File: src/rtl/spi_slave_tx_fifo.sv
// SPI slave transmitter with a TX FIFO, all four SPI modes and selectable bit order.
// SCK and CS are oversampled in the clk domain and edge-detected; there is a single clock.
module spi_slave_tx_fifo #(
  parameter int unsigned DATA_LEN    = 8,
  parameter int unsigned FIFO_DEPTH  = 4,
  parameter int unsigned SYNC_STAGES = 2
) (
  input  logic                          clk,
  input  logic                          rst_n,
  input  logic                          tx_en,
  input  logic                          cpol,
  input  logic                          cpha,
  input  logic                          lsb_first,
  input  logic                          wr_en,
  input  logic [DATA_LEN-1:0]           din,
  output logic                          full,
  output logic                          empty,
  output logic [$clog2(FIFO_DEPTH):0]   level,
  input  logic                          cs,
  input  logic                          sck,
  output logic                          so,
  output logic                          busy,
  output logic                          qvld,
  output logic                          underrun,
  output logic                          overflow
);

  localparam int unsigned AW = $clog2(FIFO_DEPTH);
  localparam int unsigned LW = AW + 1;
  localparam int unsigned CW = $clog2(DATA_LEN + 1);

  typedef enum logic [1:0] {S_IDLE, S_LOAD, S_SHIFT} state_t;

  logic [SYNC_STAGES-1:0] sck_sync;
  logic [SYNC_STAGES-1:0] cs_sync;
  logic                   sck_s;
  logic                   cs_s;
  logic                   sck_d;
  logic                   lead;
  logic                   trail;

  logic [DATA_LEN-1:0]    mem [FIFO_DEPTH];
  logic [AW-1:0]          wr_ptr;
  logic [AW-1:0]          rd_ptr;
  logic [LW-1:0]          level_nxt;
  logic                   push;
  logic                   pop;

  state_t                 state, state_nxt;
  logic [DATA_LEN-1:0]    shreg, shreg_nxt;
  logic [CW-1:0]          bit_cnt, bit_cnt_nxt;
  logic                   so_nxt;
  logic                   qvld_nxt;
  logic                   underrun_nxt;
  logic                   cpol_l, cpha_l, lsb_l;
  logic                   cpol_nxt, cpha_nxt, lsb_nxt;
  logic [DATA_LEN-1:0]    word;

  assign sck_s = sck_sync[SYNC_STAGES-1];
  assign cs_s  = cs_sync[SYNC_STAGES-1];
  assign lead  = (sck_d == cpol_l) && (sck_s != cpol_l);
  assign trail = (sck_d != cpol_l) && (sck_s == cpol_l);
  assign push  = wr_en && !full;
  assign level_nxt = level + LW'(push) - LW'(pop);

  // Synchronise the SPI pins and keep a delayed SCK copy for edge detection.
  always_ff @(posedge clk) begin
    if (!rst_n) begin
      sck_sync <= '0;
      cs_sync  <= '1;
      sck_d    <= 1'b0;
    end else begin
      sck_sync <= {sck_sync[SYNC_STAGES-2:0], sck};
      cs_sync  <= {cs_sync[SYNC_STAGES-2:0], cs};
      sck_d    <= sck_s;
    end
  end

  // FIFO storage; contents need no reset since pointers define validity.
  always_ff @(posedge clk) begin
    if (push) mem[wr_ptr] <= din;
  end

  // FIFO pointers, occupancy flags and overflow pulse.
  always_ff @(posedge clk) begin
    if (!rst_n) begin
      wr_ptr   <= '0;
      rd_ptr   <= '0;
      level    <= '0;
      full     <= 1'b0;
      empty    <= 1'b1;
      overflow <= 1'b0;
    end else begin
      if (push) wr_ptr <= wr_ptr + AW'(1);
      if (pop)  rd_ptr <= rd_ptr + AW'(1);
      level    <= level_nxt;
      full     <= (level_nxt == LW'(FIFO_DEPTH));
      empty    <= (level_nxt == '0);
      overflow <= wr_en && full;
    end
  end

  // FSM state and registered datapath/outputs.
  always_ff @(posedge clk) begin
    if (!rst_n) begin
      state    <= S_IDLE;
      shreg    <= '0;
      bit_cnt  <= '0;
      so       <= 1'b0;
      qvld     <= 1'b0;
      underrun <= 1'b0;
      busy     <= 1'b0;
      cpol_l   <= 1'b0;
      cpha_l   <= 1'b0;
      lsb_l    <= 1'b0;
    end else begin
      state    <= state_nxt;
      shreg    <= shreg_nxt;
      bit_cnt  <= bit_cnt_nxt;
      so       <= so_nxt;
      qvld     <= qvld_nxt;
      underrun <= underrun_nxt;
      busy     <= (state_nxt != S_IDLE);
      cpol_l   <= cpol_nxt;
      cpha_l   <= cpha_nxt;
      lsb_l    <= lsb_nxt;
    end
  end

  // Next-state logic: load a word, shift it out on SCK edges, abort on CS/enable loss.
  always_comb begin
    state_nxt    = state;
    shreg_nxt    = shreg;
    bit_cnt_nxt  = bit_cnt;
    so_nxt       = so;
    qvld_nxt     = 1'b0;
    underrun_nxt = 1'b0;
    pop          = 1'b0;
    cpol_nxt     = cpol_l;
    cpha_nxt     = cpha_l;
    lsb_nxt      = lsb_l;
    word         = '0;

    unique case (state)
      S_IDLE: begin
        so_nxt      = 1'b0;
        bit_cnt_nxt = '0;
        cpol_nxt    = cpol;
        cpha_nxt    = cpha;
        lsb_nxt     = lsb_first;
        if (!cs_s && tx_en) state_nxt = S_LOAD;
      end

      S_LOAD: begin
        if (cs_s || !tx_en) begin
          state_nxt   = S_IDLE;
          so_nxt      = 1'b0;
          bit_cnt_nxt = '0;
        end else begin
          state_nxt = S_SHIFT;
          if (empty) begin
            underrun_nxt = 1'b1;
          end else begin
            word = mem[rd_ptr];
            pop  = 1'b1;
          end
          if (cpha_l) begin
            shreg_nxt = word;
          end else begin
            so_nxt    = lsb_l ? word[0] : word[DATA_LEN-1];
            shreg_nxt = lsb_l ? (word >> 1) : (word << 1);
          end
        end
      end

      S_SHIFT: begin
        if (cs_s || !tx_en) begin
          state_nxt   = S_IDLE;
          so_nxt      = 1'b0;
          bit_cnt_nxt = '0;
        end else begin
          if (lead && cpha_l) begin
            so_nxt    = lsb_l ? shreg[0] : shreg[DATA_LEN-1];
            shreg_nxt = lsb_l ? (shreg >> 1) : (shreg << 1);
          end
          if (trail) begin
            if (bit_cnt == CW'(DATA_LEN - 1)) begin
              qvld_nxt    = 1'b1;
              bit_cnt_nxt = '0;
              state_nxt   = S_LOAD;
            end else begin
              bit_cnt_nxt = bit_cnt + CW'(1);
              if (!cpha_l) begin
                so_nxt    = lsb_l ? shreg[0] : shreg[DATA_LEN-1];
                shreg_nxt = lsb_l ? (shreg >> 1) : (shreg << 1);
              end
            end
          end
        end
      end

      default: begin
        state_nxt   = S_IDLE;
        so_nxt      = 1'b0;
        bit_cnt_nxt = '0;
      end
    endcase
  end

endmodule

File: config.mk
export PLATFORM = sky130hd
export DESIGN_NAME = spi_slave_tx_fifo
export DESIGN_NICKNAME = d
export VERILOG_FILES = /design/src/rtl/spi_slave_tx_fifo.sv
export SDC_FILE = /design/constraint.sdc
export NUM_CORES = 1
export LEC_CHECK = 0
export BUFFER_PORTS_ARGS = -buffer_cell sky130_fd_sc_hd__buf_2
export CELL_PAD_IN_SITES_DETAIL_PLACEMENT = 1
export CELL_PAD_IN_SITES_GLOBAL_PLACEMENT = 1
export CORE_MARGIN = 2
export CORE_UTILIZATION = 25
export DETAILED_ROUTE_END_ITERATION = 8
export PLACE_DENSITY_LB_ADDON = 0.1
export SLEW_MARGIN = 40
export SYNTH_ARGS = -nofsm -noshare
export SYNTH_HDL_FRONTEND = slang
export SYNTH_SLANG_ARGS = --single-unit
File: constraint.sdc
create_clock -name clk -period 2.55 [get_ports clk]
set_input_delay 0.3825 -clock clk [delete_from_list [all_inputs] [get_ports clk]]
set_output_delay 0.3825 -clock clk [all_outputs]
set_load 0.005 [all_outputs]
# Word level (Yosys, flattened, before mapping)
# Memory sizes are Yosys's and may differ from the RTL's. A register that Yosys moved wholly into a read port is not among the register bits.
# Cells that the tools add are included.
# totals
mem_bits_rw	32
in_bits	17
ff_bits	36
output_inout_bits	10
mem_count	1
word_cells	101
# classes
n_reduce_logical	18
add_sub_neg	5
n_eq_ne	13
n_bitwise	4
muxes	41
# mem_list
memory	depth	width	rd	rd_clocked_by_memory_dff	wr	line_no	source
mem	4	8	1	1	1	42	logic [DATA_LEN-1:0] mem [FIFO_DEPTH];
# ops
cell	n
two-way mux 8 bit	10
two-way mux 1 bit	16
two-way mux 4 bit	4
one-hot mux 8 bit (2 select lines)	1
two-way mux 2 bit	7
one-hot mux 4 bit (2 select lines)	1
logical AND 1 bit	6
inequality test 2 bit (second input constant)	3
inequality test 3 bit (second input constant)	2
one-hot mux 2 bit (3 select lines)	1
adder 2 x 1 -> 2 bit (second input constant)	2
adder 4 x 1 -> 4 bit (second input constant)	1
equality test 4 x 3 -> 1 bit (second input constant)	1
inverter 1 bit	4
nonzero test 2 bit	2
OR reduction 4 bit	1
adder 3 x 1 -> 3 bit	1
equality test 3 bit (second input constant)	1
zero test 1 bit	3
zero test 3 bit	1
AND reduction 3 bit	1
OR reduction 3 bit	1
subtractor 3 x 1 -> 3 bit	1
equality test 1 bit	2
7 further kinds	8

# Depth between registers and ports, before layout
# Gate-level depths: netlist (run 1).
# logic_depth
ltp_word	9
mapped_depth	13
depth_no_buf	13

# Worst setup path after synthesis (run 1)
# No wires, ideal clock.
# synth_path
path_type	register to register
start	register state[0]
end	register full
setup_slack_ns	0.189
required_ns	2.486
setup_ns	0.064
path_buffers	0
stages_incl_launch_ff	13
arrival_time_ns	2.297
path_cell_list	dfxtp_1 > ha_1 > nand3b_1 > nor2_1 > ha_1 > inv_1 > ha_1 > inv_1 > fa_1 > xnor2_1 > xnor2_1 > nand2_1 > nor2_1
# synth_between
elab_chain_len	4
# synth_rtl
element	line_no	source
start, declared	49	state_t state, state_nxt;
start signal, assigned	117	state <= state_nxt;
equality test 2 x 1 -> 1 bit	144	unique case (state)
two-way mux 1 bit	144	
named net pop	47	logic pop;
subtractor 3 x 1 -> 3 bit	64	assign level_nxt = level + LW'(push) - LW'(pop);
equality test 3 bit	97	full <= (level_nxt == LW'(FIFO_DEPTH));
end signal, assigned	97	
end, declared	16	output logic full,
# The timed path passes the listed nets, and every way through them passes these cells.
# A chain may end at the register's enable or synchronous reset.

# Worst setup path in the final report (run 1)
# layout_path
start	register state[1]
end	register full
# The elaborated chain is that of the path after synthesis.

==> results.py, run 1 <==
metrics = {
    "synthesis": {
        "synthTopCellsByArea": "edfxtp_1, dfxtp_1, mux2_2",
        "synth.avg_cell_area_um2": 11.88,
        "synth_top_area_share_pct": 28.88,
        "yosysMostFrequentCell": "dfxtp_1",
        "syn_nets": 309,
        "synth_top_cell_by_area": "edfxtp_1",
        "netlist_top_cells_count": "dfxtp_1, edfxtp_1, mux2_2, and2_1, mux2i_1",
        "synth_enable_flop_cells": 32,
        "netlist_instances": 280,
        "yosysSeqAreaShare_pct": 51.75,
        "ys_warn_count": 0,
        "synthFlopType": "dfxtp_1",
        "synth_cell_types": 54,
        "async_flop_share_pct": 0,
        "synth_seq_cells": 70,
        "netlist_area_um2": 3327,
    },
    "detailed_routing": {
        "drc": 0,
        "routed_via_density": 4.494,
        "vias": 2238,
        "avgRoutedWirePerCell_um": 15.78,
        "dr.pass1.iters": 4,
        "postRouteAntennaNets": 0,
        "routed_wl_um": 7859,
        "drt-initial-drc-count": 128,
    },
    "die": {
        "die_x_um": 119.4,
        "die_y_um": 119.4,
        "rows": 42,
        "io_pins": 27,
        "initial_utilization_pct": 25.32,
        "core_area_um2": 13140,
        "dieArea_um2": 14250,
    },
    "pwr": {
        "power_frac_clock_pct": 47.2,
        "pwr-share-comb_pct": 10.1,
        "swShare_pct": 22.40,
        "vdd_drop_max_mv": 0.3394,
        "internal-power_mw": 2.339,
        "switching_power_uw": 675.1,
        "p_leak_nw": 1.487,
        "seqPwrFrac_pct": 42.7,
        "power_mw": 3.014,
        "powerDensity_nw_per_um2": 746.6,
    },
    "placement": {
        "port_buffers": 26,
        "placed_cell_area_um2": 3674,
        "gp_congestion": 0.7530,
        "dp.cells": 481,
        "dpl.hpwl_um": 5784,
        "place_ws_ns": 0.08377,
    },
    "clock_network": {
        "cts_tree": "done",
        "clk_latency_ns": 0.33,
        "holdBufCountCts": 0,
        "clk_path_buf_depth": 2,
        "cts.reportedPaths.clkPinSlew_ns": 0.05,
        "htree_num_levels": 3,
        "clock-sinks": 70,
        "clockRootBuffer": "clkbuf_16",
        "cts_made_buffers": 9,
    },
    "timing": {
        "fin_crit_sh_pct": 91.09,
        "tns_ns": 0,
        "finalHoldViolCount": 0,
        "maxSlewViolCount": 0,
        "worst_hold_slack_ns": 0.2346,
        "skew_ns": 0.005943,
        "tightestPinTransition_ns": 0.6524,
        "min_period_ns": 2.323,
        "setup-violations-final": 0,
        "fmax_mhz": 430.5,
        "worst_slack_ns": 0.2272,
        "rsz0062_at_grt": "false",
        "slew_headroom_pct": 56.45,
    },
    "min_path": {
        "hold_depth": 2,
        "min_path_type": "in2reg",
        "whs_endpoint": "cs_sync[0]",
        "worstHoldStart": "cs",
    },
    "finish": {
        "design_area_um2": 4038,
        "drive_gt1_share_pct": 29.50,
        "multi_input_area_um2": 1480,
        "fin_util_pct": 30.73,
        "nets": 346,
        "antennaDiodeCount": 0,
        "area_delta_synth_final_pct": 21.36,
        "ff_latch_area_um2": 1727,
        "fin_cells": 498,
        "fill_cells": 1481,
    },
    "status": {
        "status": "completed",
    },
    "setup_path": {
        "crit_chain": "inv_4 > ha_4 > nand3b_1 > nor2_2 > ha_1 > inv_1 > ha_1 > inv_1 > fa_2 > xnor2_1 > xnor2_1 > nand2_1 > nor2_1",
        "r2r_cells": 13,
        "end_kind": "flop",
        "slowest_delay_ns": 0.36,
        "arrival_ns": 2.59,
        "r2r-start": "state[1]",
        "critPathTopFamily": "adder cells",
        "crit_buf_inv": 3,
        "path_max_fanout": 4,
        "critPathRequiredTime_ns": 2.82,
        "worstSetupStartpointType": "flop",
        "critPathKind": "reg2reg",
        "regToRegEndpoint": "full",
        "regToRegSetupSlack_ns": 0.23,
        "crit_slowest_cell": "dfxtp_4",
    },
    "global_routing": {
        "grt_pass1_vias": 2382,
        "grt_pass1_wl_um": 13070,
        "grt_max_degree": 19,
        "grt_usage_pct": 12.15,
        "antenna_found_initial": 0,
        "overflow": 0,
    },
    "flow_run": {
        "drv_cap": 0,
    },
}
==> power by group through the flow <==
stage	logic [mW]	registers (mW)	clock network, mW
4_1_cts	0.315	1.29	1.47
5_1_grt	0.349	1.30	1.52
3_3_place_gp	0.313	1.31	0
3_5_place_dp	0.312	1.31	0
2_1_floorplan	0.195	1.30	0
6_report	0.305	1.29	1.42
==> worst max-delay path by stage <==
stage | slack (ns) | to | startpoint | depth (start not counted)
floorplan | 0.19 | full | state[0] | 12
global placement | 0.15 | full | state[1] | 13
detailed placement | 0.08 | full | state[1] | 13
CTS | 0.06 | full | state[1] | 13
global route | 0.02 | full | state[1] | 13
finish | 0.23 | full | state[1] | 13
==> cell usage in the layout, fill, tap and decap left out, types with 7 or more instances in the layout <==
| master | instances |
|---|---|
| clkbuf_16 | 9 |
| a31oi_1 | 9 |
| o21ai_0 | 11 |
| buf_4 | 15 |
| buf_2 | 26 |
| edfxtp_1 | 32 |
| nor2b_1 | 9 |
| nor2_1 | 10 |
| dfxtp_1 | 36 |
| mux2_2 | 18 |
| mux2i_1 | 14 |
| ha_1 | 10 |
| inv_1 | 7 |
| and2_1 | 15 |
| nand2_1 | 13 |
==> flip-flops by register name (all words and copies together), names as in the netlist, named ones only <==
| name | count |
|---|---|
| mem | 32 |
| shreg | 8 |
| bit_cnt | 4 |
| level | 3 |
| cs_sync | 2 |
| rd_ptr | 2 |
| sck_sync | 2 |
| state | 2 |
| wr_ptr | 2 |
| busy | 1 |
| cpha_l | 1 |
| cpol_l | 1 |
| empty | 1 |
| full | 1 |
| lsb_l | 1 |
| overflow | 1 |
| qvld | 1 |
| sck_d | 1 |
| so | 1 |
| underrun | 1 |
==> worst register-to-register path, cell delays in order (launching register included) <==
cell	delay (ns)
dfxtp_4	0.36
inv_4	0.06
ha_4	0.12
nand3b_1	0.21
nor2_2	0.19
ha_1	0.24
inv_1	0.06
ha_1	0.13
inv_1	0.05
fa_2	0.33
xnor2_1	0.19
xnor2_1	0.15
nand2_1	0.09
nor2_1	0.09
==> layout make-up <==
type,count,area share [%]
clock inverter,4,2.355
multi-input combinational,186,36.66
tap,176,5.454
inverter,9,0.8987
timing repair buffer,41,6.012
clock buffer,12,5.857
sequential,70,42.76
==> per-layer routing <==
metal  GRT usage (%)  part of all wire (%)
met1           16.30                    51
met5               0                     0
met3           2.778                   2.0
met4           5.735                   1.0
met2           18.53                    46
==> repair_timing <==
action	CTS	global route
resized for setup	0	10
setup buffers	0	1
endpoints found under the setup margin	0	3
==> kinds of logic after synthesis <==
group	after synthesis	share of synthesized area, %
AOI/OAI and AO/OA	57	12.94
xor gates and xnor gates	6	1.580
adders and majority gates	12	4.739
buffers and inverters	24	4.287
DFF	70	51.75
muxes	33	10.98
and+or+nand+nor	78	13.73
Power figures use the tool's default switching activity.
==> run 2, diff against run 1 <==
--- a/config.mk
+++ b/config.mk
@@ -8,7 +8,6 @@
 export BUFFER_PORTS_ARGS = -buffer_cell sky130_fd_sc_hd__buf_2
 export CELL_PAD_IN_SITES_DETAIL_PLACEMENT = 1
 export CELL_PAD_IN_SITES_GLOBAL_PLACEMENT = 1
-export CORE_MARGIN = 2
 export CORE_UTILIZATION = 25
 export DETAILED_ROUTE_END_ITERATION = 8
 export PLACE_DENSITY_LB_ADDON = 0.1
==> results.py, run 2 (synthesized netlist as in run 1, its figures left out) <==
metrics = {
    "global_routing": {
        "grt_pass1_wl_um": 13270,
        "antenna_found_initial": 0,
        "grt_usage_pct": 12.81,
        "grt_max_degree": 20,
        "grt_pass1_vias": 2426,
        "overflow": 0,
    },
    "pwr": {
        "vdd_drop_max_mv": 0.3858,
        "p_leak_nw": 1.463,
        "power_mw": 2.795,
        "powerDensity_nw_per_um2": 697.6,
    },
    "die": {
        "die_y_um": 117.4,
        "initial_utilization_pct": 26.05,
        "dieArea_um2": 13770,
        "io_pins": 27,
        "core_area_um2": 12770,
        "rows": 41,
        "die_x_um": 117.4,
    },
    "finish": {
        "fin_cells": 497,
        "final_common_cell": "dfxtp_1",
        "drive_gt1_share_pct": 30.77,
        "area_delta_synth_final_pct": 20.46,
        "reg.largest.list": "mem (32), shreg (8), bit_cnt (4)",
        "fill_cells": 1399,
        "nets": 349,
        "largest_reg_flops": 32,
        "top_register": "mem",
        "antennaDiodeCount": 0,
        "final_cell_mix": "dfxtp_1, edfxtp_1, buf_2",
    },
    "setup_path": {
        "worstSetupStartpointType": "flop",
        "arrival_ns": 2.63,
        "path_max_fanout": 4,
        "end_kind": "flop",
        "critPathRequiredTime_ns": 2.84,
        "critPathKind": "reg2reg",
    },
    "detailed_routing": {
        "vias": 2261,
        "drc": 0,
        "dr.pass1.iters": 5,
        "drt-initial-drc-count": 97,
        "routed_wl_um": 8131,
        "postRouteAntennaNets": 0,
        "routed_via_density": 4.549,
        "avgRoutedWirePerCell_um": 16.36,
    },
    "clock_network": {
        "clk_latency_ns": 0.34,
        "cts_tree": "done",
        "clk_path_buf_depth": 2,
        "htree_num_levels": 3,
        "cts_made_buffers": 9,
        "holdBufCountCts": 0,
        "clockRootBuffer": "clkbuf_16",
        "clock-sinks": 70,
        "cts.reportedPaths.clkPinSlew_ns": 0.06,
    },
    "timing": {
        "worst_hold_slack_ns": 0.2257,
        "rsz0062_at_grt": "false",
        "worst_slack_ns": 0.2048,
        "setup-violations-final": 0,
        "finalHoldViolCount": 0,
        "tightestPinTransition_ns": 0.5236,
        "slew_headroom_pct": 65.05,
        "skew_ns": 0.004820,
        "maxSlewViolCount": 0,
        "fmax_mhz": 426.4,
        "min_period_ns": 2.345,
        "fin_crit_sh_pct": 91.97,
    },
    "placement": {
        "port_buffers": 26,
        "dpl.hpwl_um": 5771,
        "gp_congestion": 0.7199,
        "dp.cells": 478,
        "place_ws_ns": -0.0007490,
    },
    "status": {
        "status": "completed",
    },
    "flow_run": {
        "drv_cap": 0,
    },
    "min_path": {
        "min_path_type": "in2reg",
    },
}
run 2: worst paths after layout:
kind / endpoint / slack [ns] / start / depth (start not counted)
worst max-delay path: full / 0.20 / state[1] / 13
worst min-delay path: cs_sync[0] / 0.23 / cs / 2
worst max register to register: full / 0.20 / state[1] / 13
worst min register to register: cs_sync[1] / 0.43 / cs_sync[0] / 1
run 2: what timing repair did:
| item | in CTS | in global routing |
|---|---|---|
| buffers inserted | 0 | 3 |
| pin swaps | 0 | 6 |
| setup endpoints to repair | 1 | 3 |
| gates resized for setup | 1 | 5 |
run 2: through the flow:
| stage | setup TNS, ns | utilization [%] | area (µm²) |
|---|---|---|---|
| 2_1_floorplan | 0 | - | 3327 |
| 3_3_place_gp | 0 | 28.78 | 3676 |
| 3_5_place_dp | -0.0007490 | 28.78 | 3676 |
| 4_1_cts | 0 | 31.02 | 3963 |
| 5_1_grt | 0 | 31.37 | 4008 |
| 6_report | 0 | 31.37 | 4008 |
run 2: final cells by class:
cell class / instances / area [µm²] / share of cell area (%)
well taps: 172 / 215.2 / 5.370
repair buffers: 44 / 265.3 / 6.619
multi-input cells: 186 / 1488 / 37.12
clock buffers: 9 / 225.2 / 5.620
inverters: 9 / 33.78 / 0.8430
flip-flops and latches: 70 / 1722 / 42.96
clock inverters: 7 / 58.81 / 1.467
run 2: routing by layer:
metal / wire [µm] / global-route usage (%) / share of wire [%] / vias up
li1: - / - / - / 1113
met1: 3981 / 15.81 / 49 / 1119
met2: 3847 / 20.53 / 47 / 22
met3: 205 / 4.621 / 2.5 / 7
met4: 97 / 4.383 / 1.2 / 0
met5: 0 / 0 / 0 / -
run 2: where the power goes:
group	switching [mW]	internal [mW]
Sequential	0.0408	1.25
Clock	0.523	0.669
Combinational	0.175	0.138
Total	0.739	2.06
run 2: critical path, stage by stage (launching register included):
cell and delay [ns]:
dfxtp_1 0.31, inv_2 0.06, ha_2 0.16, nand3b_1 0.19
nor2_4 0.23, ha_4 0.22, inv_1 0.06, ha_1 0.13
inv_1 0.05, fa_2 0.33, xnor2_1 0.20, xnor2_1 0.16
nand2_1 0.10, nor2_1 0.09
